### config.mk
export PLATFORM = sky130hd
export DESIGN_NAME = execute_result_queue
export DESIGN_NICKNAME = d
export VERILOG_FILES = /design/src/rtl/execute_result_queue_pkg.sv /design/src/rtl/execute_queue_storage.sv /design/src/rtl/execute_result_queue.sv
export SDC_FILE = /design/constraint.sdc
export NUM_CORES = 1
export LEC_CHECK = 0
export CAP_MARGIN = 20
export CORE_UTILIZATION = 53
export CTS_CLUSTER_DIAMETER = 200
export DETAILED_ROUTE_END_ITERATION = 8
export GPL_ROUTABILITY_DRIVEN = 0
export PLACE_DENSITY = 0.79
export SYNTH_ARGS = -nofsm -noshare
export SYNTH_HDL_FRONTEND = slang
export SYNTH_SLANG_ARGS = --single-unit
### constraint.sdc
create_clock -name clk -period 18.55 [get_ports clk]
set_input_delay 3.71 -clock clk [delete_from_list [all_inputs] [get_ports clk]]
set_output_delay 3.71 -clock clk [all_outputs]
set_load 0.02 [all_outputs]
### src/rtl/execute_result_queue_pkg.sv
// Shared types for the execute result queue.
//   execute_entry_t : one completed execute-stage result, packed MSB-first
//                     {pc, op, csr_addr, dst_reg_addr, dst_int_reg_value,
//                      dst_fp_reg_value, branch_taken, branch_target,
//                      trap_info, trap_return, debug_insn}
//   ENTRY_W         : packed width of execute_entry_t
//   is_serializing  : entry must drain alone (trap or trap return)
// Field widths are fixed here because the packed struct defines the port width.
package execute_result_queue_pkg;

    localparam int XLEN   = 32;
    localparam int FLEN   = 64;
    localparam int OP_W   = 64;
    localparam int TRAP_W = 67;   // bit TRAP_W-1 is the trap valid flag

    typedef struct packed {
        logic [XLEN-1:0]   pc;
        logic [OP_W-1:0]   op;
        logic [11:0]       csr_addr;
        logic [4:0]        dst_reg_addr;
        logic [XLEN-1:0]   dst_int_reg_value;
        logic [FLEN-1:0]   dst_fp_reg_value;
        logic              branch_taken;
        logic [XLEN-1:0]   branch_target;
        logic [TRAP_W-1:0] trap_info;
        logic              trap_return;
        logic [31:0]       debug_insn;
    } execute_entry_t;

    localparam int ENTRY_W = $bits(execute_entry_t);

    // A trapping or trap-returning entry blocks further enqueues until it leaves.
    function automatic logic is_serializing(input execute_entry_t e);
        return e.trap_info[TRAP_W-1] | e.trap_return;
    endfunction

endpackage

### src/rtl/execute_queue_storage.sv
// Entry storage for the execute result queue.
//   clk   : clock
//   we    : write enable
//   waddr : write slot
//   wdata : entry to write
//   raddr : read slot
//   rdata : entry at raddr (combinational read)
// Storage is intentionally not reset; validity is tracked by the pointers.
module execute_queue_storage #(
    parameter int DEPTH = 4,
    parameter int WIDTH = 8
) (
    input  logic                     clk,
    input  logic                     we,
    input  logic [$clog2(DEPTH)-1:0] waddr,
    input  logic [WIDTH-1:0]         wdata,
    input  logic [$clog2(DEPTH)-1:0] raddr,
    output logic [WIDTH-1:0]         rdata
);

    logic [WIDTH-1:0] mem_q [DEPTH];

    // Single write port.
    always_ff @(posedge clk) begin
        if (we) begin
            mem_q[waddr] <= wdata;
        end
    end

    assign rdata = mem_q[raddr];

endmodule

### src/rtl/execute_result_queue.sv
// Elastic FIFO between execute and memory/commit stages.
//   clk, rstN   : clock, synchronous active-low reset
//   flush       : drop all resident entries and the current input
//   inValid/inReady/inEntry    : enqueue handshake from execute
//   outValid/outReady/outEntry : dequeue handshake to the next stage
//   count       : occupancy
//   trapPending : a serializing entry is resident
module execute_result_queue
    import execute_result_queue_pkg::*;
#(
    parameter int DEPTH = 4
) (
    input  logic                     clk,
    input  logic                     rstN,
    input  logic                     flush,
    input  logic                     inValid,
    output logic                     inReady,
    input  logic [ENTRY_W-1:0]       inEntry,
    output logic                     outValid,
    input  logic                     outReady,
    output logic [ENTRY_W-1:0]       outEntry,
    output logic [$clog2(DEPTH):0]   count,
    output logic                     trapPending
);

    localparam int AW    = $clog2(DEPTH);
    localparam int PTR_W = AW + 1;   // extra wrap bit distinguishes full from empty

    logic [PTR_W-1:0] wr_ptr_q, wr_ptr_d;
    logic [PTR_W-1:0] rd_ptr_q, rd_ptr_d;
    logic [PTR_W-1:0] count_q, count_d;
    logic [PTR_W-1:0] trap_ptr_q, trap_ptr_d;
    logic             trap_pending_q, trap_pending_d;

    logic full_s;
    logic empty_s;
    logic in_ready_s;
    logic enq_s;
    logic deq_s;

    assign empty_s = (wr_ptr_q == rd_ptr_q);
    assign full_s  = (wr_ptr_q[AW] != rd_ptr_q[AW]) &&
                     (wr_ptr_q[AW-1:0] == rd_ptr_q[AW-1:0]);

    // Ready depends only on registered state plus rstN/flush, never on outReady.
    assign in_ready_s = rstN && !full_s && !trap_pending_q && !flush;
    assign enq_s      = inValid && in_ready_s;
    assign deq_s      = !empty_s && outReady && !flush;

    // Next-state for pointers, occupancy and trap tracking.
    always_comb begin
        wr_ptr_d       = wr_ptr_q;
        rd_ptr_d       = rd_ptr_q;
        count_d        = count_q;
        trap_ptr_d     = trap_ptr_q;
        trap_pending_d = trap_pending_q;
        if (flush) begin
            rd_ptr_d       = wr_ptr_q;
            count_d        = {PTR_W{1'b0}};
            trap_pending_d = 1'b0;
        end else begin
            if (enq_s) begin
                wr_ptr_d = wr_ptr_q + PTR_W'(1);
            end else begin
                wr_ptr_d = wr_ptr_q;
            end
            if (deq_s) begin
                rd_ptr_d = rd_ptr_q + PTR_W'(1);
            end else begin
                rd_ptr_d = rd_ptr_q;
            end
            case ({enq_s, deq_s})
                2'b10:   count_d = count_q + PTR_W'(1);
                2'b01:   count_d = count_q - PTR_W'(1);
                default: count_d = count_q;
            endcase
            // Enqueue is blocked while pending, so set and clear never coincide.
            if (deq_s && trap_pending_q && (rd_ptr_q == trap_ptr_q)) begin
                trap_pending_d = 1'b0;
            end else if (enq_s && is_serializing(execute_entry_t'(inEntry))) begin
                trap_pending_d = 1'b1;
                trap_ptr_d     = wr_ptr_q;
            end else begin
                trap_pending_d = trap_pending_q;
            end
        end
    end

    // Control state registers; reset wins over flush.
    always_ff @(posedge clk) begin
        if (!rstN) begin
            wr_ptr_q       <= {PTR_W{1'b0}};
            rd_ptr_q       <= {PTR_W{1'b0}};
            count_q        <= {PTR_W{1'b0}};
            trap_ptr_q     <= {PTR_W{1'b0}};
            trap_pending_q <= 1'b0;
        end else begin
            wr_ptr_q       <= wr_ptr_d;
            rd_ptr_q       <= rd_ptr_d;
            count_q        <= count_d;
            trap_ptr_q     <= trap_ptr_d;
            trap_pending_q <= trap_pending_d;
        end
    end

    execute_queue_storage #(
        .DEPTH (DEPTH),
        .WIDTH (ENTRY_W)
    ) u_storage (
        .clk   (clk),
        .we    (enq_s),
        .waddr (wr_ptr_q[AW-1:0]),
        .wdata (inEntry),
        .raddr (rd_ptr_q[AW-1:0]),
        .rdata (outEntry)
    );

    assign inReady     = in_ready_s;
    assign outValid    = !empty_s;
    assign count       = count_q;
    assign trapPending = trap_pending_q;

endmodule

Word-level counts from Yosys, hierarchy flattened. Memory sizes are Yosys's and may differ from the RTL's. A register that Yosys moved wholly into a read port is not among the register bits. Cells that the tools add are included.

Input bits: 347. Flip-flop bits (word level): 13. Output and inout bits: 348. Memory bits (writable): 1368. Word-level logic and storage cells: 47. Memories: 1.

Memories: u_storage.mem_q (words 4, width 342, rd ports 1, clocked after memory_dff 1, wr ports 1, RTL line execute_queue_storage.sv:21) `logic [WIDTH-1:0] mem_q [DEPTH];`.

Bitwise logic cells: 4. Reductions and logical operators: 20. Equality and inequality tests: 6. $add $sub $neg: 4. Mux-type cells: 7.

Operator list (count): $logic_and 1x1->1 (10); $add 3x1->3 const B (3); $eq 3x3->1 (2); $mux 3 (2); $pmux 3 s2 (1); $logic_not 1->1 (4); $mux 2 (2); $reduce_bool 2->1 (2); $not 1->1 (3); $reduce_and 3->1 (1); $reduce_or 3->1 (1); $sub 3x1->3 const B (1); $eq 2x1->1 const B (1); $eq 2x2->1 (1); $eq 2x2->1 const B (1); $mux 1 (2); $reduce_and 2->1 (1); $reduce_or 2->1 (1); $ne 1x1->1 (1); $or 1x1->1 (1).

Logic depth before layout (Yosys ltp). Gate-level depths: netlist of the first run.

Depth in word-level cells: 9. Mapped depth: 11. Depth with buffers taken out: 9.

By module. A second synthesis of the first run with hierarchy kept.

Cells, all modules: 1874. Area, all modules: 50159.4 um^2.

Modules (own cells, without submodules): execute_queue_storage (area each 49386.1 um^2, times used 1, sequential area each 41079.4 um^2, cells an instance 1790); execute_result_queue (area each 773.2 um^2, times used 1, sequential area each 260.2 um^2, cells an instance 84).

Least setup slack after synthesis of the first run. OpenSTA, ideal clock, no wires.

Path type: input to register. Start point: input port flush. End point: memory u_storage.mem_q[0][0] (netlist bit) (enable). Buffers on the path: 1. Setup time: 0.561 ns. Data arrival time: 8.325 ns. Setup slack: 9.664 ns. Required time: 17.989 ns. Cell stages on the path: 4. Cell sequence: nor3b_1 > o311a_1 > buf_6 > and2_2.

Longest elaborated chain between the ends: 5.

RTL lines: start: declaration (RTL line execute_result_queue.sv:15) `input logic flush,`; $logic_not 1->1 (RTL line execute_result_queue.sv:46) `assign in_ready_s = rstN && !full_s && !trap_pending_q && !flush;`; $logic_and 1x1->1 (RTL line execute_result_queue.sv:46); $logic_and 1x1->1 (RTL line execute_result_queue.sv:47) `assign enq_s = inValid && in_ready_s;`; $mux 1 (RTL line execute_queue_storage.sv:25) `if (we) begin`; $mux 1 (not written as such) (RTL line execute_queue_storage.sv:26) `mem_q[waddr] <= wdata;`; end: declaration (RTL line execute_queue_storage.sv:21).

No other way between the ends.

==> results of run 1 <==
path summary, 6_finish.rpt:
| check | cells past startpoint | to | slack, ps | startpoint |
|---|---|---|---|---|
| max | 5 | outEntry[175] | 9310 | register |
| min | 2 | trap_ptr_q[2]$_SDFFE_PN0P_ | 500 | trap_ptr_q[2]$_SDFFE_PN0P_ |
| max reg2reg | 6 | u_storage.mem_q[2][223]$_DFFE_PP_ | 13680 | wr_ptr_q[0]$_SDFFE_PN0P_ |
| min reg2reg | 2 | trap_ptr_q[2]$_SDFFE_PN0P_ | 500 | trap_ptr_q[2]$_SDFFE_PN0P_ |
metrics by stage:
stage	worst slack (ps)	hold WS [ps]	total power, mW	cell area [um2]
finish	9310	502.1	6.666	62760
global route	8761	514.2	6.859	62760
CTS	9039	500.1	6.722	62730
detailed placement	9372	490.9	4.092	58400
global placement	9335	466.8	4.079	58400
floorplan	9664	448.0	3.808	49990
cell usage after synthesis, drive strengths merged:
cell	n
a211o	1
a21boi	1
a21oi	3
a31oi	2
and2	4
and3	1
buf	63
clkbuf	15
dfxtp	15
edfxtp	1368
fa	1
ha	6
inv	10
mux2i	6
mux4	342
nand2	10
nand3	1
nand4	1
nor2	7
nor3	2
nor3b	1
o21a	1
o21ai	4
o221a	1
o311a	1
o31ai	2
or3	1
xnor2	5
xor2	5
worst max-delay path, delay by kind of cell, from the launching register on:
kind	cells	cell delay [ps]
muxes	1	620
buffers and inverters	4	3100
DFF	1	910
metal layers:
layer,up-vias,global-route usage (%),share of wire [%]
met5,-,0,0.16
met4,24,9.049,2.9
met3,200,7.824,8.4
met2,926,38.78,53
met1,12210,26.54,35
li1,9779,-,-
power groups by stage:
stage,sequential [mW],combinational [mW],clock [mW]
after floorplan,3.55,0.256,0
after global placement,3.55,0.527,0
after detailed placement,3.55,0.538,0
after CTS,3.49,0.543,2.69
after global routing,3.49,0.564,2.80
final,3.49,0.538,2.64
cells by family after synthesis:
| kind of cell | count (synthesis) | synth area share, % |
|---|---|---|
| buffers and inverters | 88 | 0.8034 |
| xor gates and xnor gates | 10 | 0.1902 |
| DFF | 1383 | 82.77 |
| AOI/OAI and AO/OA | 16 | 0.2403 |
| and+or+nand+nor | 28 | 0.2753 |
| adders and majority gates | 7 | 0.1902 |
| muxes | 348 | 15.53 |
registers in the layout, indices dropped and copies added (netlist names), named ones only:
register / count
trap_ptr_q: 3
count: 3
wr_ptr_q: 3
u_storage.mem_q: 1368
trapPending: 1
rd_ptr_q: 3
cell usage in the layout, fill, tap and decap left out, drive strengths merged:
cell type and n:
inv 15, o21a 1, a21boi 1, xor2 5, ha 6, clkinvlp 3
or3 1, o31ai 2, nor3 2, a31oi 2, dfxtp 15, nand4 1
and2 4, clkbuf 188, nor3b 1, nor2 7, o221a 1, o311a 1
mux4 342, diode 15, a211o 1, nand2 10, xnor2 5, buf 29
edfxtp 1368, nand3 1, fa 1, clkinv 48, o21ai 4, a21oi 3
bufinv 5, mux2i 6, and3 1, clkdlybuf4s50 694
cell type report:
cell class              instances  area share [%]
flip-flops and latches       1383           65.94
multi-input cells             409           13.09
repair buffers                723           11.45
clock buffers                 188           6.036
well taps                    1254           2.500
clock inverters                61          0.8592
inverters                      10         0.05981
diodes                         15         0.05981
==> impl_metrics.tcl, run 1 <==
set metrics [dict create \
    cp_cell_sequence "buf_4, buf_4, buf_4, mux4_2, clkdlybuf4s50_1" \
    grt_first_pass_wirelength_um 157900 \
    dr.pass1.iters 5 \
    clkPwrFrac_pct 39.6 \
    tightest_slew_ps 1081 \
    crit_fanout 50 \
    synth_area_leaders "edfxtp_1, mux4_2, dfxtp_1" \
    hold_class "register to register" \
    clockRootBuffer "clkbuf_16" \
    num_io_pins 695 \
    status "completed" \
    grt_max_degree 148 \
    grt_pass1_vias 24510 \
    fin_util_pct 67.25 \
    slew_headroom_pct 27.92 \
    htree_num_levels 4 \
    finalCritPeriodShare_pct 49.81 \
    hold_viol 0 \
    netlist-cell-type-count 35 \
    drtAntennaViolNets 0 \
    multi_input_area_mm2 0.008214 \
    clk_pin_slew_ps 60 \
    cts_tree "done" \
    synth_area_mm2 0.04999 \
    routed_wl_um 109200 \
    skew_ps 28.58 \
    p_sw_mw 1.409 \
    fin_setup_tns_ps 0 \
    drv_slew 0 \
    drv_cap 0 \
    p_leak_nw 19.46 \
    global_route.overflow_total 0 \
    arrival_ps 5530 \
    slowest_delay_ps 920 \
    cp-start-kind "register" \
    p_int_mw 5.257 \
    regArea_mm2 0.04139 \
    path_common_cell "buf_4" \
    synth_cells 1880 \
    fin_crit_ps 9240 \
    grt_setup_unrepaired "false" \
    fin_cells 4043 \
    synth_warnings 0 \
    powerDensity_mw_per_mm2 106.2 \
    setup_violations 0 \
    synth_top_area_share_pct 82.17 \
    first_iter_violations 1879 \
    std_cell_rows 112 \
    ys_seq_elements 1383 \
    vias 23140 \
    vdd_drop_max_mv 0.09134 \
    fill_cells 5640 \
    dp.cells 3779 \
    drive_above_1_share_pct 20.19 \
    pwr-share-seq_pct 52.3 \
    hpwl_um 65640 \
    area_growth_pct 25.55 \
    core_area_mm2 0.09333 \
    max_freq_mhz 108.2 \
    synth_fp_nets 2234 \
    layout.nets 3020 \
    end_kind "output port" \
    combPwrFrac_pct 8.1 \
    ctsLongestPathBuffers 3 \
    syn_area_per_cell_um2 26.59 \
    fp.dieW_um 309.1 \
    dieArea_mm2 0.09556 \
    drc 0 \
    antenna_found_initial 26 \
    portBuffers 694 \
    die_y_um 309.1 \
    cts_sinks 1383 \
    worstPathRequired_ps 14840 \
    synth_area_leader_cell "edfxtp_1" \
    synth_seq_area_share_pct 82.77 \
    clkLatencyLatePin_ps 730 \
    grt.total_usage_pct 22.77 \
    p_sw_share_pct 21.13 \
    initial_core_util_pct 53.56 \
    cts_buffers 139 \
    crit_slowest_cell "buf_4" \
    post_cts_buffers 0 \
    holdBufCountCts 0 \
    crit_type "register to output port" \
    avgViaCountPerCell 5.724 \
    wl_per_cell_um 27.02 \
    cts_resized 0 \
]
Note: power is estimated with default switching activity, not from simulation.
==> run 2, diff against run 1 <==
--- a/config.mk
+++ b/config.mk
@@ -6,11 +6,11 @@
 export NUM_CORES = 1
 export LEC_CHECK = 0
 export CAP_MARGIN = 20
-export CORE_UTILIZATION = 53
+export CORE_UTILIZATION = 49
 export CTS_CLUSTER_DIAMETER = 200
 export DETAILED_ROUTE_END_ITERATION = 8
 export GPL_ROUTABILITY_DRIVEN = 0
-export PLACE_DENSITY = 0.79
+export PLACE_DENSITY = 0.77
 export SYNTH_ARGS = -nofsm -noshare
 export SYNTH_HDL_FRONTEND = slang
 export SYNTH_SLANG_ARGS = --single-unit
==> constraint.sdc (replaced) <==
create_clock -name clk -period 8.4 [get_ports clk]
set_input_delay 1.68 -clock clk [delete_from_list [all_inputs] [get_ports clk]]
set_output_delay 1.68 -clock clk [all_outputs]
set_load 0.02 [all_outputs]
==> impl_metrics.tcl, run 2 (same netlist as run 1, synthesis figures left out) <==
set metrics [dict create \
    drc 0 \
    global_route.overflow_total 0 \
    clockRootBuffer "clkbuf_16" \
    slowest_delay_ps 950 \
    p_leak_nw 19.54 \
    dpl-instance-area_mm2 0.05862 \
    fin_setup_tns_ps 0 \
    grt_max_degree 133 \
    cp_top_family "buffers and inverters" \
    layout_common_cells "edfxtp_1, clkdlybuf4s50_1, mux4_2" \
    cp_cell_sequence "buf_12, mux4_2, clkdlybuf4s50_1" \
    cts_sinks 1383 \
    grt_first_pass_wirelength_um 157500 \
    portBuffers 694 \
    routed_wl_um 108000 \
    initial_core_util_pct 49.70 \
    multi_input_area_mm2 0.008214 \
    clkLatencyLatePin_ps 720 \
    final_common_cell "edfxtp_1" \
    powerDensity_mw_per_mm2 234.8 \
    grt_setup_unrepaired "false" \
    ctsLongestPathBuffers 3 \
    area_growth_pct 26.24 \
    largest_register "u_storage.mem_q" \
    status "completed" \
    avgViaCountPerCell 5.523 \
    crit_fanout 101 \
    setup_violations 0 \
    htree_num_levels 4 \
    cts_resized 0 \
    hold_ws_ps 483.2 \
    cts_buffers 140 \
    largest_register_ffs 1368 \
    finalInstanceArea_mm2 0.06311 \
    finalCritPeriodShare_pct 64.48 \
    hold_viol 0 \
    antenna_found_initial 34 \
    dieArea_mm2 0.1033 \
    grt.total_usage_pct 20.84 \
    max_freq_mhz 184.6 \
    hpwl_um 66370 \
    post_cts_buffers 0 \
    dr.pass1.iters 5 \
    fill_cells 6514 \
    slew_headroom_pct 23.95 \
    first_iter_violations 1737 \
    layout.nets 3014 \
    clk_pin_slew_ps 60 \
    arrival_ps 3740 \
    vias 22950 \
    fin_crit_ps 5416 \
    die_y_um 321.4 \
    end_kind "output port" \
    vdd_drop_max_mv 0.2009 \
    std_cell_rows 116 \
    holdBufCountCts 0 \
    regArea_mm2 0.04139 \
    crit_type "register to output port" \
    grt_pass1_vias 24720 \
    cp-start-kind "register" \
    core_area_mm2 0.1006 \
    drv_slew 0 \
    drv_cap 0 \
    wl_per_cell_um 25.99 \
    crit_slowest_cell "dfxtp_4" \
    hold_class "register to register" \
    drtAntennaViolNets 0 \
    worstPathRequired_ps 6720 \
    num_io_pins 695 \
    cts_tree "done" \
    fp.dieW_um 321.4 \
    drive_above_1_share_pct 20.51 \
    power_mw 14.82 \
    cp_num_buf_inv 2 \
    tightest_slew_ps 1141 \
    skew_ps 27.34 \
]
run 2: cell count changes in the layout (fill, tap and decap cells not counted), sizes merged:
cell / previous run / this run
clkbuf: 188 / 169
clkinv: 48 / 67
diode: 15 / 29
buf: 29 / 22
bufinv: 5 / 8
clkinvlp: 3 / 2
inv: 15 / 16
run 2: worst register-to-register path, stage by stage, from the launching register on:
cell	delay [ps]
dfxtp_1	470
xor2_1	350
o311a_1	500
and2_4	730
buf_4	860
run 2: path summary, 6_finish.rpt:
path | startpoint | to | slack (ps) | cells past startpoint
setup / recovery | register | outEntry[238] | 2980 | 3
hold / removal | trap_ptr_q[0]$_SDFFE_PN0P_ | trap_ptr_q[0]$_SDFFE_PN0P_ | 480 | 2
setup reg to reg | wr_ptr_q[0]$_SDFFE_PN0P_ | u_storage.mem_q[1][217]$_DFFE_PP_ | 5000 | 4
hold reg to reg | trap_ptr_q[0]$_SDFFE_PN0P_ | trap_ptr_q[0]$_SDFFE_PN0P_ | 480 | 2
run 2: final cells by class:
cell class | instances | share of cell area [%]
Antenna cell | 29 | 0.1150
Clock buffer | 169 | 5.975
Clock inverter | 83 | 1.021
Inverter | 10 | 0.05948
Multi-Input combinational cell | 409 | 13.02
Sequential cell | 1383 | 65.58
Tap cell | 1357 | 2.690
Timing Repair Buffer | 716 | 11.55
run 2: power by group:
| part | internal (mW) | total, mW | switching [mW] | leakage (nW) |
|---|---|---|---|---|
| Sequential | 7.67 | 7.70 | 0.0338 | 12.5 |
| Combinational | 0.604 | 1.19 | 0.586 | 4.89 |
| Clock | 3.45 | 5.93 | 2.48 | 2.17 |
| Total | 11.7 | 14.8 | 3.10 | 19.5 |
run 2: routing by layer:
layer	GRT usage, %	up-vias	share of wire [%]	wire length, um
met5	0	-	0.059	64
met4	10.18	10	4.1	4432
met2	35.86	896	53	57350
met1	23.97	12030	36	38500
li1	-	9775	-	-
met3	5.875	245	7.1	7687
run 2: per-stage QoR:
stage / std cells / utilization [%] / worst slack (ps)
floorplan: 1880 / - / 1544
global placement: 3875 / 58.28 / 3171
detailed placement: 3875 / 58.28 / 3137
CTS: 4127 / 62.67 / 2833
global route: 4155 / 62.74 / 2706
finish: 4156 / 62.75 / 2984
